--- config.mk ---
export PLATFORM = sky130hd
export DESIGN_NAME = fifo_video_reader_flat
export DESIGN_NICKNAME = d
export VERILOG_FILES = /design/src/rtl/vid_timing_pkg.sv /design/src/rtl/fifo_video_reader_if.sv /design/src/rtl/vid_timing_gen.sv /design/src/rtl/fifo_video_reader.sv /design/src/flat_wrapper.sv
export SDC_FILE = /design/constraint.sdc
export NUM_CORES = 1
export LEC_CHECK = 0
export BUFFER_PORTS_ARGS = -buffer_cell sky130_fd_sc_hd__buf_2
export CAP_MARGIN = 20
export CORE_MARGIN = 8
export CORE_UTILIZATION = 41
export DETAILED_ROUTE_END_ITERATION = 7
export PLACE_DENSITY = 0.67
export SLEW_MARGIN = 30
export SYNTH_ARGS = -nofsm -noshare
export SYNTH_HDL_FRONTEND = slang
export SYNTH_HIERARCHICAL = 1
export SYNTH_SLANG_ARGS = --single-unit
--- constraint.sdc ---
create_clock -name rd_clk -period 2.1 [get_ports rd_clk]
set_clock_uncertainty 0.2 [all_clocks]
set_input_delay 0.105 -clock rd_clk [delete_from_list [all_inputs] [get_ports rd_clk]]
set_output_delay 0.105 -clock rd_clk [all_outputs]
set_load 0.05 [all_outputs]
--- src/rtl/vid_timing_pkg.sv ---
// Shared raster-timing types and constants for the FIFO video reader:
// per-axis timing struct, reader state enum and 720p defaults.
package vid_timing_pkg;

    typedef enum logic [1:0] {
        IDLE      = 2'd0,
        WAIT_FILL = 2'd1,
        RUN       = 2'd2,
        STOPPING  = 2'd3
    } vid_state_t;

    typedef struct packed {
        logic [15:0] active;
        logic [15:0] fp;
        logic [15:0] sync;
        logic [15:0] bp;
    } timing_t;

    localparam timing_t H_720P = '{active: 16'd1280, fp: 16'd110, sync: 16'd40, bp: 16'd220};
    localparam timing_t V_720P = '{active: 16'd720,  fp: 16'd5,   sync: 16'd5,  bp: 16'd20};

    function automatic int unsigned sync_start(timing_t t);
        return {16'd0, t.active} + {16'd0, t.fp};
    endfunction

    function automatic int unsigned sync_end(timing_t t);
        return sync_start(t) + {16'd0, t.sync};
    endfunction

    function automatic int unsigned timing_total(timing_t t);
        return sync_end(t) + {16'd0, t.bp};
    endfunction

endpackage

--- src/rtl/fifo_video_reader_if.sv ---
// FIFO-read and video-output signal bundle of fifo_video_reader.
// FIFO_VIDEO_READER_UFCNT_EN adds the underflow_cnt signal.
interface fifo_video_reader_if #(
    parameter int DATA_WIDTH     = 16,
    parameter int RD_DEPTH_WIDTH = 12
);
    logic                    vid_en;
    logic [DATA_WIDTH-1:0]   rd_data;
    logic                    rd_empty;
    logic [RD_DEPTH_WIDTH:0] rd_water_level;
    logic                    rd_en;
    logic                    frame_start;
    logic                    vid_hs;
    logic                    vid_vs;
    logic                    vid_de;
    logic [DATA_WIDTH-1:0]   vid_data;
    logic                    underflow;
`ifdef FIFO_VIDEO_READER_UFCNT_EN
    logic [15:0]             underflow_cnt;
`endif

    modport master (
        input  vid_en, rd_data, rd_empty, rd_water_level,
        output rd_en, frame_start, vid_hs, vid_vs, vid_de, vid_data, underflow
`ifdef FIFO_VIDEO_READER_UFCNT_EN
        , output underflow_cnt
`endif
    );

    modport slave (
        output vid_en, rd_data, rd_empty, rd_water_level,
        input  rd_en, frame_start, vid_hs, vid_vs, vid_de, vid_data, underflow
`ifdef FIFO_VIDEO_READER_UFCNT_EN
        , input underflow_cnt
`endif
    );

endinterface

--- src/rtl/vid_timing_gen.sv ---
// Raster h/v counters with active/sync decode and frame-origin pulse.
// Counters advance only while run is high and are held at the origin otherwise.
module vid_timing_gen
    import vid_timing_pkg::*;
#(
    parameter timing_t H_T = H_720P,
    parameter timing_t V_T = V_720P
) (
    input  logic clk,
    input  logic rst,
    input  logic run,
    output logic pre_de,
    output logic hs,
    output logic vs,
    output logic frame_start,
    output logic frame_last
);
    localparam int unsigned H_TOTAL = timing_total(H_T);
    localparam int unsigned V_TOTAL = timing_total(V_T);
    localparam int H_W = $clog2(H_TOTAL);
    localparam int V_W = $clog2(V_TOTAL);

    localparam logic [H_W-1:0] H_LAST = H_W'(H_TOTAL - 1);
    localparam logic [V_W-1:0] V_LAST = V_W'(V_TOTAL - 1);
    localparam logic [H_W:0]   H_ACT  = (H_W + 1)'(H_T.active);
    localparam logic [V_W:0]   V_ACT  = (V_W + 1)'(V_T.active);
    localparam logic [H_W:0]   H_SB   = (H_W + 1)'(sync_start(H_T));
    localparam logic [H_W:0]   H_SE   = (H_W + 1)'(sync_end(H_T));
    localparam logic [V_W:0]   V_SB   = (V_W + 1)'(sync_start(V_T));
    localparam logic [V_W:0]   V_SE   = (V_W + 1)'(sync_end(V_T));

    logic [H_W-1:0] h_cnt;
    logic [V_W-1:0] v_cnt;

    always_ff @(posedge clk) begin
        if (rst || !run) begin
            h_cnt <= '0;
            v_cnt <= '0;
        end else if (h_cnt == H_LAST) begin
            h_cnt <= '0;
            v_cnt <= (v_cnt == V_LAST) ? '0 : v_cnt + V_W'(1);
        end else begin
            h_cnt <= h_cnt + H_W'(1);
        end
    end

    // Compares use one extra bit so a zero-width back porch cannot overflow.
    assign pre_de      = ({1'b0, h_cnt} < H_ACT) && ({1'b0, v_cnt} < V_ACT);
    assign hs          = ({1'b0, h_cnt} >= H_SB) && ({1'b0, h_cnt} < H_SE);
    assign vs          = ({1'b0, v_cnt} >= V_SB) && ({1'b0, v_cnt} < V_SE);
    assign frame_start = run && (h_cnt == '0) && (v_cnt == '0);
    assign frame_last  = (h_cnt == H_LAST) && (v_cnt == V_LAST);

endmodule

--- src/rtl/fifo_video_reader.sv ---
// Read-side consumer of the pixel line FIFO: raster timing, fill-level start gate,
// pixel pop and 2-stage output alignment. FIFO_VIDEO_READER_UFCNT_EN adds underflow_cnt.
module fifo_video_reader
    import vid_timing_pkg::*;
#(
    parameter int H_ACTIVE       = 1280,
    parameter int H_FP           = 110,
    parameter int H_SYNC         = 40,
    parameter int H_BP           = 220,
    parameter int V_ACTIVE       = 720,
    parameter int V_FP           = 5,
    parameter int V_SYNC         = 5,
    parameter int V_BP           = 20,
    parameter int HS_POL         = 1,
    parameter int VS_POL         = 1,
    parameter int DATA_WIDTH     = 16,
    parameter int RD_DEPTH_WIDTH = 12,
    parameter int START_LEVEL    = 1024
) (
    input logic                 rd_clk,
    input logic                 rd_rst,
    fifo_video_reader_if.master vid
);
    localparam timing_t H_T = '{active: 16'(H_ACTIVE), fp: 16'(H_FP), sync: 16'(H_SYNC), bp: 16'(H_BP)};
    localparam timing_t V_T = '{active: 16'(V_ACTIVE), fp: 16'(V_FP), sync: 16'(V_SYNC), bp: 16'(V_BP)};
    localparam logic [RD_DEPTH_WIDTH:0] START_LVL = (RD_DEPTH_WIDTH + 1)'(START_LEVEL);
    localparam logic [DATA_WIDTH-1:0]   BLACK     = '0;
    localparam logic HS_ACT = (HS_POL != 0);
    localparam logic VS_ACT = (VS_POL != 0);

    vid_state_t state, state_next;
    logic pre_de, hs_raw, vs_raw, frame_start, frame_last;
    logic run_p0, vld_p0, hs_p0, vs_p0, pop_p0, miss_p0;
    logic vld_p1, hs_p1, vs_p1, pop_p1;

    vid_timing_gen #(
        .H_T(H_T),
        .V_T(V_T)
    ) u_timing (
        .clk        (rd_clk),
        .rst        (rd_rst),
        .run        (run_p0),
        .pre_de     (pre_de),
        .hs         (hs_raw),
        .vs         (vs_raw),
        .frame_start(frame_start),
        .frame_last (frame_last)
    );

    always_ff @(posedge rd_clk) begin
        if (rd_rst) state <= IDLE;
        else        state <= state_next;
    end

    always_comb begin
        state_next = state;
        unique case (state)
            IDLE:      if (vid.vid_en) state_next = WAIT_FILL;
            WAIT_FILL: begin
                if (!vid.vid_en)                          state_next = IDLE;
                else if (vid.rd_water_level >= START_LVL) state_next = RUN;
            end
            RUN:       if (!vid.vid_en) state_next = STOPPING;
            // Re-enabling while stopping resumes without breaking the frame.
            STOPPING: begin
                if (vid.vid_en)      state_next = RUN;
                else if (frame_last) state_next = IDLE;
            end
            default:   state_next = IDLE;
        endcase
    end

    // Stage p0: counters, pop decision
    assign run_p0  = (state == RUN) || (state == STOPPING);
    assign vld_p0  = pre_de && run_p0;
    assign hs_p0   = hs_raw && run_p0;
    assign vs_p0   = vs_raw && run_p0;
    assign pop_p0  = vld_p0 && !vid.rd_empty;
    assign miss_p0 = vld_p0 && vid.rd_empty;

    assign vid.rd_en       = pop_p0;
    assign vid.frame_start = frame_start;

    // Stage p1: FIFO data in flight, popped flag registered
    always_ff @(posedge rd_clk) begin
        if (rd_rst) begin
            vld_p1 <= 1'b0;
            hs_p1  <= 1'b0;
            vs_p1  <= 1'b0;
            pop_p1 <= 1'b0;
        end else begin
            vld_p1 <= vld_p0;
            hs_p1  <= hs_p0;
            vs_p1  <= vs_p0;
            pop_p1 <= pop_p0;
        end
    end

    // Stage p2: registered video outputs; a missed pixel is shown as black
    always_ff @(posedge rd_clk) begin
        if (rd_rst) begin
            vid.vid_de   <= 1'b0;
            vid.vid_hs   <= ~HS_ACT;
            vid.vid_vs   <= ~VS_ACT;
            vid.vid_data <= BLACK;
        end else begin
            vid.vid_de   <= vld_p1;
            vid.vid_hs   <= hs_p1 ? HS_ACT : ~HS_ACT;
            vid.vid_vs   <= vs_p1 ? VS_ACT : ~VS_ACT;
            vid.vid_data <= pop_p1 ? vid.rd_data : BLACK;
        end
    end

    always_ff @(posedge rd_clk) begin
        if (rd_rst)       vid.underflow <= 1'b0;
        else if (miss_p0) vid.underflow <= 1'b1;
    end

`ifdef FIFO_VIDEO_READER_UFCNT_EN
    logic [15:0] uf_cnt;

    always_ff @(posedge rd_clk) begin
        if (rd_rst)                        uf_cnt <= '0;
        else if (miss_p0 && uf_cnt != '1) uf_cnt <= uf_cnt + 16'd1;
    end

    assign vid.underflow_cnt = uf_cnt;
`endif

endmodule
--- src/flat_wrapper.sv ---
// flat-port wrapper written by rule: the top's interface ports become plain ports
module fifo_video_reader_flat import vid_timing_pkg::*;
#(
    parameter int H_ACTIVE       = 1280,
    parameter int H_FP           = 110,
    parameter int H_SYNC         = 40,
    parameter int H_BP           = 220,
    parameter int V_ACTIVE       = 720,
    parameter int V_FP           = 5,
    parameter int V_SYNC         = 5,
    parameter int V_BP           = 20,
    parameter int HS_POL         = 1,
    parameter int VS_POL         = 1,
    parameter int DATA_WIDTH     = 16,
    parameter int RD_DEPTH_WIDTH = 12,
    parameter int START_LEVEL    = 1024
)
  (rd_clk, rd_rst, vid_vid_en, vid_rd_data, vid_rd_empty, vid_rd_water_level, vid_rd_en, vid_frame_start, vid_vid_hs, vid_vid_vs, vid_vid_de, vid_vid_data, vid_underflow);
  fifo_video_reader_if #(.DATA_WIDTH(DATA_WIDTH), .RD_DEPTH_WIDTH(RD_DEPTH_WIDTH)) vid_i ();
  input logic rd_clk;
  input logic rd_rst;
  input wire logic [$bits(vid_i.vid_en)-1:0] vid_vid_en;
  input wire logic [$bits(vid_i.rd_data)-1:0] vid_rd_data;
  input wire logic [$bits(vid_i.rd_empty)-1:0] vid_rd_empty;
  input wire logic [$bits(vid_i.rd_water_level)-1:0] vid_rd_water_level;
  output wire logic [$bits(vid_i.rd_en)-1:0] vid_rd_en;
  output wire logic [$bits(vid_i.frame_start)-1:0] vid_frame_start;
  output wire logic [$bits(vid_i.vid_hs)-1:0] vid_vid_hs;
  output wire logic [$bits(vid_i.vid_vs)-1:0] vid_vid_vs;
  output wire logic [$bits(vid_i.vid_de)-1:0] vid_vid_de;
  output wire logic [$bits(vid_i.vid_data)-1:0] vid_vid_data;
  output wire logic [$bits(vid_i.underflow)-1:0] vid_underflow;
  assign vid_i.vid_en = vid_vid_en;
  assign vid_i.rd_data = vid_rd_data;
  assign vid_i.rd_empty = vid_rd_empty;
  assign vid_i.rd_water_level = vid_rd_water_level;
  assign vid_rd_en = vid_i.rd_en;
  assign vid_frame_start = vid_i.frame_start;
  assign vid_vid_hs = vid_i.vid_hs;
  assign vid_vid_vs = vid_i.vid_vs;
  assign vid_vid_de = vid_i.vid_de;
  assign vid_vid_data = vid_i.vid_data;
  assign vid_underflow = vid_i.underflow;
  fifo_video_reader #(.H_ACTIVE(H_ACTIVE), .H_FP(H_FP), .H_SYNC(H_SYNC), .H_BP(H_BP), .V_ACTIVE(V_ACTIVE), .V_FP(V_FP), .V_SYNC(V_SYNC), .V_BP(V_BP), .HS_POL(HS_POL), .VS_POL(VS_POL), .DATA_WIDTH(DATA_WIDTH), .RD_DEPTH_WIDTH(RD_DEPTH_WIDTH), .START_LEVEL(START_LEVEL)) u_core (.rd_clk(rd_clk), .rd_rst(rd_rst), .vid(vid_i));
endmodule
Yosys cells after proc, flatten, opt, wreduce, memory -nomap -nowiden:

Cells that the tools add are included.

* flip-flop bits (word level): 47
* bits of input ports: 33
* logic and storage cells: 62

* $add $sub $neg: 2
* magnitude comparators: 7
* eq/ne operators: 9
* mux-type cells: 10
* bitwise operators: 1
* reduce and logical (&&, ||, !) cells: 21

Operators by type and width (count)
* 11-bit less-than comparator, second input constant: 2
* 10-bit less-than comparator, second input constant: 2
* 13-bit by 11-bit >= comparator with 1-bit output, second input constant: 1
* 2-bit 2-to-1 mux: 6
* 11-bit by 1-bit adder with 11-bit output, second input constant: 1
* 11-bit == test, second input constant: 1
* 11-bit >= comparator, second input constant: 1
* 1-bit logical AND: 11
* 11-bit zero test: 1
* 10-bit by 1-bit adder with 10-bit output, second input constant: 1
* 10-bit == test, second input constant: 1
* 10-bit >= comparator, second input constant: 1
* 10-bit zero test: 1
* 10-bit 2-to-1 mux: 1
* 2-bit case mux with 4 select lines: 1
* 3-bit by 2-bit inequality test with 1-bit output, second input constant: 2
* 2-bit == test, second input constant: 2
* 2-bit inequality test, second input constant: 2
* 4-bit AND reduction: 1
* 2-bit OR reduction: 2
* 2-bit by 1-bit == test with 1-bit output, second input constant: 1
* 1-bit zero test: 2
* 2-bit zero test: 1
* 1-bit logical OR: 2
* other kinds (2): 3

Longest topological paths before layout:

Gate-level depths: netlist of the first run.

* word-level depth: 5
* depth in mapped cells: 9
* depth with buffers taken out: 7

Modules after synthesis:

Netlist of the first run, hierarchy kept.

By module, submodules not included
* vid_timing_gen: times used 1, cells each 153, area each 1243.7 µm², seq. area each 420.4 µm²
* fifo_video_reader: times used 1, cells each 66, area each 779.5 µm², seq. area each 520.5 µm²

Least setup slack after synthesis of the first run:

No wires, ideal clock.

* kind: register -> output
* start: register u_core.u_timing.h_cnt[2]
* end: output port vid_frame_start
* arrival: 2.687 ns
* slack: -0.892 ns
* stages on the path, launching flop included: 6
* path through: dfxtp_1 -> buf_6 -> or3_4 -> nor4b_1 -> nand3_1 -> nor4_1

* cells in the longest elaborated chain, start to end: 3

Ends and longest elaborated chain
* from (decl): RTL line vid_timing_gen.sv:32 `logic [H_W-1:0] h_cnt;`
* from (signal assigned): RTL line vid_timing_gen.sv:43 `h_cnt <= h_cnt + H_W'(1);`
* 11-bit zero test: RTL line vid_timing_gen.sv:51 `assign frame_start = run && (h_cnt == '0) && (v_cnt == '0);`
* 1-bit logical AND (2 in series): RTL line vid_timing_gen.sv:51
* to (decl): RTL line flat_wrapper.sv:27 `output wire logic [$bits(vid_i.frame_start)-1:0] vid_frame_start;`

No other way between the ends.

Worst setup path in the final report of the first run:

* start: register u_core.u_timing.h_cnt[3]
* end: output port vid_frame_start

Same word-level chain as after synthesis.

==> flow_summary.json, run 1 <==
{
  "wire_per_inst_um": 13.8,
  "r2r_setup_slack_ns": -0.01,
  "slew_violations": 0,
  "numCtsBuffers": 5,
  "placed_area_um2": 2440,
  "dieArea_um2": 7440,
  "clk_pin_slew_worst_paths_ns": 0.09,
  "grt_first_pass_wirelength_um": 8260,
  "status": "complete, but fails checks",
  "die_y_um": 86.2,
  "synth_ff_type": "dfxtp_1",
  "final_nets": 341,
  "core-area_um2": 4750,
  "period_share_pct": 107,
  "period_needed_ns": 2.24,
  "whs_ns": 0.236,
  "die_w_um": 86.2,
  "peakVddDrop_uv": 298,
  "drive_above_1_share_pct": 27.8,
  "ys_top_cells_by_area": "dfxtp_1 (47%), and2_1 (4.9%), xnor2_1 (4.8%)",
  "post-route-util_pct": 59.5,
  "grt-ovfl-total": 0,
  "synth_edf_count": 0,
  "vias": 1781,
  "r2r_start": "u_core/u_timing/h_cnt[3]$_SDFF_PP0_",
  "critPathMaxFanout": 4,
  "setup_slack_ns": -0.144,
  "dr.pass1.iters": 4,
  "power.density_nw_per_um2": 601,
  "ant_nets": 0,
  "syn_inst": 219,
  "yosysTopAreaCell": "dfxtp_1",
  "total_power_mw": 1.70,
  "syn_avg_cell_area_um2": 9.24,
  "clkSinkCount": 47,
  "cts_tree": "yes",
  "cp.arrival_ns": 1.94,
  "hold_viol": 0,
  "grt_pass1_vias": 1693,
  "max_freq_mhz": 446,
  "rsz0062_at_grt": "yes",
  "portBuffers": 44,
  "maxSlewHeadroom_pct": 72.0,
  "drc": 0,
  "synth.most_common_cell": "dfxtp_1",
  "ys_ff_latch": 47,
  "cts_root_buf": "clkbuf_8",
  "stdcell_count": 369,
  "end_kind": "output pin",
  "clockBufferDepth": 2,
  "synth.distinct_cells": 48,
  "track_usage_pct": 13.9,
  "async_flop_share_pct": 0,
  "antenna_found_initial": 0,
  "pin_count": 55,
  "areaGrowthSynthToFinish_pct": 39.8,
  "synthTopCellsByCount": "dfxtp_1 (47), nor2_1 (24), and2_1 (16)",
  "start_util_pct": 42.6,
  "violations": "setup timing",
  "ys_warn_count": 6,
  "rows": 25,
  "vias_per_cell": 4.83,
  "min-delay-start": "u_core/hs_p1$_SDFF_PP0_",
  "maxCapViolCount": 0,
  "setup_viol": 5,
  "wl_um": 5100,
  "dp_hpwl_um": 3320,
  "grt_max_degree": 17,
  "drtIter0Drc": 95,
  "place_inst": 337,
  "post-cts-setup-buffer-count": 0,
  "cts_max_level": 2,
  "seq_area_frac_synth_pct": 46.5,
  "min_path_cells": 1,
  "place_congestion": 0.817,
  "worstPathRequired_ns": 1.79,
  "crit-reg2reg-capture": "u_core/u_timing/v_cnt[6]$_SDFFE_PP0P_",
  "antenna_cells": 0,
  "hold_path_end": "u_core/vid.vid_hs$_SDFF_PP0_",
  "crit_type": "reg -> out",
  "leakage_nw": 1.15,
  "tightest_slew_ns": 0.419,
  "reg2reg_depth": 4,
  "worstSkewPairLatency_ns": 0.30,
  "synth_fp_nets": 259,
  "finalInstanceArea_um2": 2830,
  "netlist_area_um2": 2020,
  "start_kind": "register",
  "worstHoldPathType": "reg -> reg",
  "synth_top_area_share_pct": 46.5
}
stage by stage:
step,setup WS [ns],setup TNS [ns]
2_1_floorplan,-0.00384,-0.00384
3_3_place_gp,0.0266,0
3_5_place_dp,0.0108,0
4_1_cts,-0.180,-0.199
5_1_grt,-0.237,-0.690
6_report,-0.144,-0.178
layout make-up:
cell class | instances | area [um^2]
Fill cell | 408 | 1930
Multi-Input combinational cell | 149 | 1020
Sequential cell | 47 | 942
Timing Repair Buffer | 88 | 629
Tap cell | 67 | 83.8
Clock buffer | 5 | 68.8
Clock inverter | 3 | 46.3
Inverter | 10 | 37.5
critical path, cell delays in order (launching register included):
cell and delay (ns):
dfxtp_2 0.33, or3_4 0.38, buf_4 0.16, nor4b_4 0.27
nand3_2 0.12, nor4_4 0.18, buf_6 0.19
how the worst max path moves through the flow:
stage                                   startpoint                                    end  slack, ns  depth (start not counted)
2_1_floorplan  u_core/u_timing/h_cnt[3]$_SDFF_PP0_  u_core/u_timing/v_cnt[9]$_SDFFE_PP0P_     -0.004                          6
3_3_place_gp   u_core/u_timing/h_cnt[3]$_SDFF_PP0_                        vid_frame_start       0.03                          6
3_5_place_dp   u_core/u_timing/h_cnt[3]$_SDFF_PP0_  u_core/u_timing/v_cnt[6]$_SDFFE_PP0P_       0.01                          4
4_1_cts        u_core/u_timing/h_cnt[3]$_SDFF_PP0_                        vid_frame_start      -0.18                          6
5_1_grt        u_core/u_timing/h_cnt[3]$_SDFF_PP0_                        vid_frame_start      -0.24                          6
6_report       u_core/u_timing/h_cnt[3]$_SDFF_PP0_                        vid_frame_start      -0.14                          6
repair_timing:
| action | CTS | global route |
|---|---|---|
| pin swaps | 1 | 0 |
| endpoints found under the setup margin | 5 | 8 |
| resized for setup | 3 | 3 |
| hold buffers | 24 | 0 |
| hold endpoints to repair | 21 | 0 |
state kept, by name, summed over array words and instances, names as in the netlist, named ones only:
name                   cells
u_core/vid.vid_data       16
u_core/u_timing/h_cnt     11
u_core/u_timing/v_cnt     10
u_core/hs_p1               1
u_core/pop_p1              1
u_core/state               1
u_core/vid.underflow       1
u_core/vid.vid_de          1
u_core/vid.vid_hs          1
u_core/vid.vid_vs          1
u_core/vld_p1              1
u_core/vs_p1               1
layer usage:
metal / GRT usage [%] / share of wire [%] / vias to the layer above / wire [um]
met2: 23.2 / 47 / 49 / 2380
met4: 5.32 / 1.3 / 0 / 68
met1: 16.4 / 46 / 815 / 2340
met3: 4.25 / 6.0 / 6 / 307
met5: 0 / 0 / - / 0
li1: - / - / 911 / -
cells in the final DEF (no fill, tap or decap), drive strengths merged, types with 7 or more instances in the layout:
master and count:
nand3 10, xnor2 11, dfxtp 47, buf 64, dlygate4sd3 24, and2 16, ha 7, inv 11
nand2 13, nor2 24
cells by family (layout without fill, tap and decap cells):
group	after synthesis	after routing	share of synthesized area, %
AO/OA/AOI/OAI	23	23	8.29
XOR/XNOR	13	13	5.63
flip-flops	47	47	46.5
buffers and inverters	23	106	5.19
adder cells (fa/ha/maj)	7	7	4.33
AND/OR/NAND/NOR	106	106	30.1
report_power, final:
part / leakage (nW) / internal [mW] / switching [mW] / total (mW)
clock network: 0.0548 / 0.359 / 0.314 / 0.672
registers: 0.380 / 0.899 / 0.00567 / 0.904
logic: 0.720 / 0.0684 / 0.0548 / 0.123
total: 1.15 / 1.33 / 0.374 / 1.70
No activity file was read; power rests on OpenSTA's default activity.
==> run 2, diff against run 1 <==
- BUFFER_PORTS_ARGS: -buffer_cell sky130_fd_sc_hd__buf_2 -> -buffer_cell sky130_fd_sc_hd__buf_4
- CAP_MARGIN: 20 -> unset
- PLACE_DENSITY: 0.67 -> 0.68
- SYNTH_HIERARCHICAL: 1 -> unset
==> flow_summary.json, run 2 <==
{
  "status": "complete, but fails checks",
  "violations": "setup timing",
  "grt-ovfl-total": 0,
  "synth_top_area_share_pct": 47.9,
  "critPathBufInv": 0,
  "crit_type": "reg -> reg",
  "preCtsSetupSlack_ns": -0.0241,
  "layout_common_cells": "buf_4 (62), dfxtp_1 (44), dlygate4sd3_1 (22)",
  "cp_cell_sequence": "or4_4 > or4_4 > or3_4 > a21oi_2",
  "synthTopCellsByCount": "dfxtp_1 (47), nor2_1 (21), and2_1 (16)",
  "antenna_found_initial": 0,
  "areaGrowthSynthToFinish_pct": 45.6,
  "switching_share_pct": 22.9,
  "yosysTopAreaCell": "dfxtp_1",
  "ys_warn_count": 0,
  "synth.most_common_cell": "dfxtp_1",
  "worstHoldPathType": "reg -> reg",
  "p_int_mw": 1.35,
  "start_util_pct": 42.1,
  "drive_above_1_share_pct": 29.5,
  "slew_violations": 0,
  "grt_first_pass_wirelength_um": 8110,
  "place_congestion": 0.870,
  "ys_top_cells_by_area": "dfxtp_1 (48%), and2_1 (5.1%), xnor2_1 (4.9%)",
  "wl_um": 4920,
  "track_usage_pct": 13.9,
  "pin_count": 55,
  "rsz0062_at_grt": "yes",
  "fin_tns_setup_ns": -0.0743,
  "seq_area_frac_synth_pct": 47.9,
  "async_flop_share_pct": 0,
  "cpMostUsedCell": "or4_4",
  "end_kind": "register",
  "period_share_pct": 104,
  "place_inst": 318,
  "core-area_um2": 4660,
  "cp.arrival_ns": 2.21,
  "ant_nets": 0,
  "maxSlewHeadroom_pct": 72.9,
  "largest_reg_flops": 16,
  "numCtsBuffers": 5,
  "whs_ns": 0.251,
  "tightest_slew_ns": 0.397,
  "syn_inst": 209,
  "final_nets": 334,
  "power.density_nw_per_um2": 614,
  "die_w_um": 85.2,
  "period_needed_ns": 2.17,
  "p_switching_mw": 0.402,
  "portBuffers": 44,
  "netlist_area_um2": 1960,
  "synth.distinct_cells": 41,
  "p_seq_share_pct": 51.8,
  "dr.pass1.iters": 5,
  "cts_max_level": 2,
  "cts_root_buf": "clkbuf_8",
  "dieArea_um2": 7260,
  "cts_tree": "yes",
  "setup_viol": 1,
  "max_freq_mhz": 460,
  "comb_power_share_pct": 9.9,
  "peakVddDrop_uv": 262,
  "die_y_um": 85.2,
  "clkSinkCount": 47,
  "hold_viol": 0,
  "leakage_nw": 1.14,
  "antenna_cells": 0,
  "clkPwrFrac_pct": 38.2,
  "drc": 0,
  "dp_hpwl_um": 3380,
  "grt_pass1_vias": 1641,
  "reg.largest.list": "u_core.vid.vid_data (16), u_core.u_timing.h_cnt (11), u_core.u_timing.v_cnt (10)",
  "vias": 1744,
  "setup_slack_ns": -0.0743,
  "rows": 25,
  "grt_max_degree": 17,
  "synth_edf_count": 0,
  "slowest_stage": "or4_4",
  "vias_per_cell": 5.00,
  "ys_ff_latch": 47,
  "critPathMaxFanout": 3,
  "clk_pin_slew_worst_paths_ns": 0.09,
  "cp_slowest_stage_delay_ns": 0.57,
  "cp_top_family": "simple AND/OR/NAND/NOR gates",
  "start_kind": "register",
  "syn_avg_cell_area_um2": 9.39,
  "maxCapViolCount": 0,
  "layout_commonest_cell": "buf_4",
  "synth_fp_nets": 249,
  "wire_per_inst_um": 14.1,
  "largest-register": "u_core.vid.vid_data",
  "worstPathRequired_ns": 2.14,
  "clockBufferDepth": 2,
  "worstSkewPairLatency_ns": 0.30,
  "stdcell_count": 349,
  "synth_ff_type": "dfxtp_1",
  "drtIter0Drc": 67
}
-- run 2: cell count changes after synthesis, moves of 3 or more --
cell	before	now
and2b_1	3	0
and4b_1	3	0
mux2i_1	0	3
nor2_1	24	21
nor4_1	6	10
o21ai_0	0	3
o31ai_1	4	1
or3_1	1	4
-- run 2: layout make-up --
cell class	count	area (um^2)
repair buffers	87	728
clock inverters	3	46.3
fillers	377	1800
clock buffers	5	68.8
flip-flops and latches	47	945
inverters	10	37.5
well taps	54	67.6
multi-input cells	143	966
-- run 2: worst reg2reg max path, delay by kind of cell, from the launching register on --
kind / cells / cell delay [ns]
AO/OA/AOI/OAI: 1 / 0.12
flip-flops: 1 / 0.33
AND/OR/NAND/NOR: 3 / 1.47
-- run 2: metrics by stage --
stage / utilization, % / total power [mW] / area, um^2
2_1_floorplan: - / 0.998 / 1970
3_3_place_gp: 52.9 / 1.07 / 2470
3_5_place_dp: 52.9 / 1.07 / 2470
4_1_cts: 60.2 / 1.78 / 2810
5_1_grt: 61.3 / 1.82 / 2860
6_report: 61.3 / 1.76 / 2860
-- run 2: logic make-up (layout without fill, tap and decap cells) --
kind of cell,after synthesis,after routing,share of synthesized area [%]
AND/OR/NAND/NOR,100,100,28.6
XOR/XNOR,13,13,5.80
buffers and inverters,19,105,4.78
multiplexers,3,3,1.53
AO/OA/AOI/OAI,20,20,6.88
flip-flops,47,47,47.9
adder cells (fa/ha/maj),7,7,4.46
-- run 2: repair_timing --
action                     4_1_cts  5_1_grt
gates cloned                     0        0
buffers inserted                 0        1
setup endpoints to repair        2       11
hold buffers                    22        0
hold endpoints to repair        25        0
gates resized for setup          1       11
pin swaps                        3        5
-- run 2: power groups by stage --
stage	combinational (mW)	sequential [mW]	clock [mW]
after floorplan	0.0473	0.951	0
after global placement	0.135	0.932	0
after detailed placement	0.136	0.932	0
after CTS	0.171	0.911	0.693
after global routing	0.188	0.913	0.719
final	0.174	0.911	0.672
-- run 2: final timing paths --
check	cells past startpoint	endpoint	start	slack, ns
worst max-delay path	4	u_core.u_timing.v_cnt[8]$_SDFFE_PP0P_	u_core.u_timing.h_cnt[2]$_SDFF_PP0_	-0.07
worst min register to register	1	u_core.vid.vid_vs$_SDFF_PP0_	u_core.vs_p1$_SDFF_PP0_	0.25
worst min-delay path	1	u_core.vid.vid_vs$_SDFF_PP0_	u_core.vs_p1$_SDFF_PP0_	0.25
worst max register to register	4	u_core.u_timing.v_cnt[8]$_SDFFE_PP0P_	u_core.u_timing.h_cnt[2]$_SDFF_PP0_	-0.07
-- run 2: per-layer routing --
layer | vias up | part of all wire [%] | GRT usage [%]
li1 | 888 | - | -
met1 | 798 | 45 | 17.1
met2 | 51 | 47 | 22.2
met3 | 7 | 7.2 | 4.25
met4 | 0 | 1.4 | 4.85
met5 | - | 0 | 0
==> run 3, diff against run 2 <==
- CORE_UTILIZATION: 41 -> 46
- PLACE_DENSITY: 0.68 -> 0.75
==> flow_summary.json, run 3 (synthesis results as in run 2) <==
{
  "status": "complete, but fails checks",
  "violations": "setup timing",
  "period_share_pct": 101,
  "power.density_nw_per_um2": 606,
  "core-area_um2": 4060,
  "start_kind": "register",
  "worstSkewPairLatency_ns": 0.30,
  "slew_violations": 0,
  "cts_max_level": 2,
  "end_kind": "output pin",
  "die_w_um": 81.3,
  "tightest_slew_ns": 0.538,
  "clk_pin_slew_worst_paths_ns": 0.08,
  "dr.pass1.iters": 4,
  "wl_um": 5130,
  "place_congestion": 0.873,
  "peakVddDrop_uv": 419,
  "track_usage_pct": 15.5,
  "cp_cell_sequence": "or4_1 > nor4_2 > and4_1 > buf_6",
  "max_freq_mhz": 471,
  "wire_per_inst_um": 14.9,
  "cp_slowest_stage_delay_ns": 0.54,
  "placed_area_um2": 2460,
  "grt_pass1_vias": 1690,
  "post-route-util_pct": 69.0,
  "drc": 0,
  "grt_max_degree": 17,
  "numCtsBuffers": 5,
  "slowest_stage": "or4_1",
  "hold_viol": 0,
  "die_y_um": 81.3,
  "drtIter0Drc": 102,
  "dieArea_um2": 6610,
  "antenna_cells": 0,
  "clockBufferDepth": 2,
  "r2r_setup_slack_ns": 0,
  "leakage_nw": 1.12,
  "cts_root_buf": "clkbuf_8",
  "period_needed_ns": 2.12,
  "clkSinkCount": 47,
  "grt-ovfl-total": 0,
  "vias_per_cell": 5.18,
  "worstPathRequired_ns": 1.79,
  "reg.largest.list": "u_core.vid.vid_data (16), u_core.u_timing.h_cnt (11), u_core.u_timing.v_cnt (10)",
  "layout_commonest_cell": "buf_4",
  "portBuffers": 44,
  "areaGrowthSynthToFinish_pct": 42.6,
  "rows": 23,
  "ant_nets": 0,
  "pin_count": 55,
  "setup_viol": 2,
  "vias": 1782,
  "cp.arrival_ns": 1.82,
  "cts_tree": "yes",
  "dp_hpwl_um": 3580,
  "largest-register": "u_core.vid.vid_data",
  "critPathMaxFanout": 7,
  "maxSlewHeadroom_pct": 64.0,
  "largest_reg_flops": 16,
  "crit_type": "reg -> out",
  "drive_above_1_share_pct": 28.2,
  "grt_first_pass_wirelength_um": 7930,
  "rsz0062_at_grt": "yes",
  "start_util_pct": 48.4,
  "finalInstanceArea_um2": 2800,
  "antenna_found_initial": 0,
  "setup_slack_ns": -0.0213,
  "layout_common_cells": "buf_4 (65), dfxtp_1 (45), nor2_1 (21)",
  "maxCapViolCount": 0,
  "worstHoldPathType": "in -> reg",
  "final_nets": 334
}
-- run 3: changes by cell type in the layout (fill, tap and decap cells not counted), sizes merged --
cell | before | now
clkbuf | 5 | 6
clkinvlp | 1 | 0
or3 | 5 | 6
inv | 11 | 10
dlygate4sd3 | 22 | 20
buf | 65 | 66
-- run 3: critical path: cells and delay by family (launching register included) --
family / cells / cell delay, ns
AND/OR/NAND/NOR: 3 / 1.00
flip-flops: 1 / 0.35
buffers and inverters: 1 / 0.17
-- run 3: repair_timing --
action	in CTS	in global routing
endpoints found under the hold margin	25	0
setup buffers	0	1
pin swaps	1	3
hold buffers	20	0
resized for setup	4	3
endpoints found under the setup margin	2	14
gates cloned	0	1
-- run 3: where the power goes --
part | switching, mW | leakage [nW] | internal [mW]
Combinational | 0.0806 | 0.693 | 0.0832
Clock | 0.274 | 0.0513 | 0.349
Sequential | 0.00818 | 0.380 | 0.904
-- run 3: per-layer routing --
layer  wire length (um)  track usage, %
met1               2010            17.6
met2               2660            26.3
met3                368            4.30
met4                101            7.14
met5                  0               0
-- run 3: area by class of cell --
type	count	area [um^2]
clock buffer	6	72.6
clock inverter	1	30.0
fill	308	1260
inverter	10	37.5
multi-input combinational	144	955
sequential	47	943
tap	50	62.6
timing repair buffer	86	699
-- run 3: path summary, 6_finish.rpt --
check,start,end,cells after the start
max,u_core.u_timing.v_cnt[6]$_SDFFE_PP0P_,vid_frame_start,4
min,vid_rd_water_level[12],register,4
max reg2reg,u_core.u_timing.h_cnt[8]$_SDFF_PP0_,u_core.u_timing.v_cnt[8]$_SDFFE_PP0P_,4
min reg2reg,u_core.vs_p1$_SDFF_PP0_,u_core.vid.vid_vs$_SDFF_PP0_,1
-- run 3: metrics by stage --
stage	instances	hold slack (ns)	TNS [ns]	worst slack, ns	power, mW
floorplan	209	-0.0182	-0.0834	-0.0419	0.998
global placement	315	0.0923	0	0.0219	1.06
detailed placement	315	0.0922	-0.0000618	-0.0000618	1.06
CTS	342	0.0134	-0.00311	-0.00311	1.72
global route	344	0.0543	-0.207	-0.0687	1.77
finish	344	0.0138	-0.0251	-0.0213	1.70
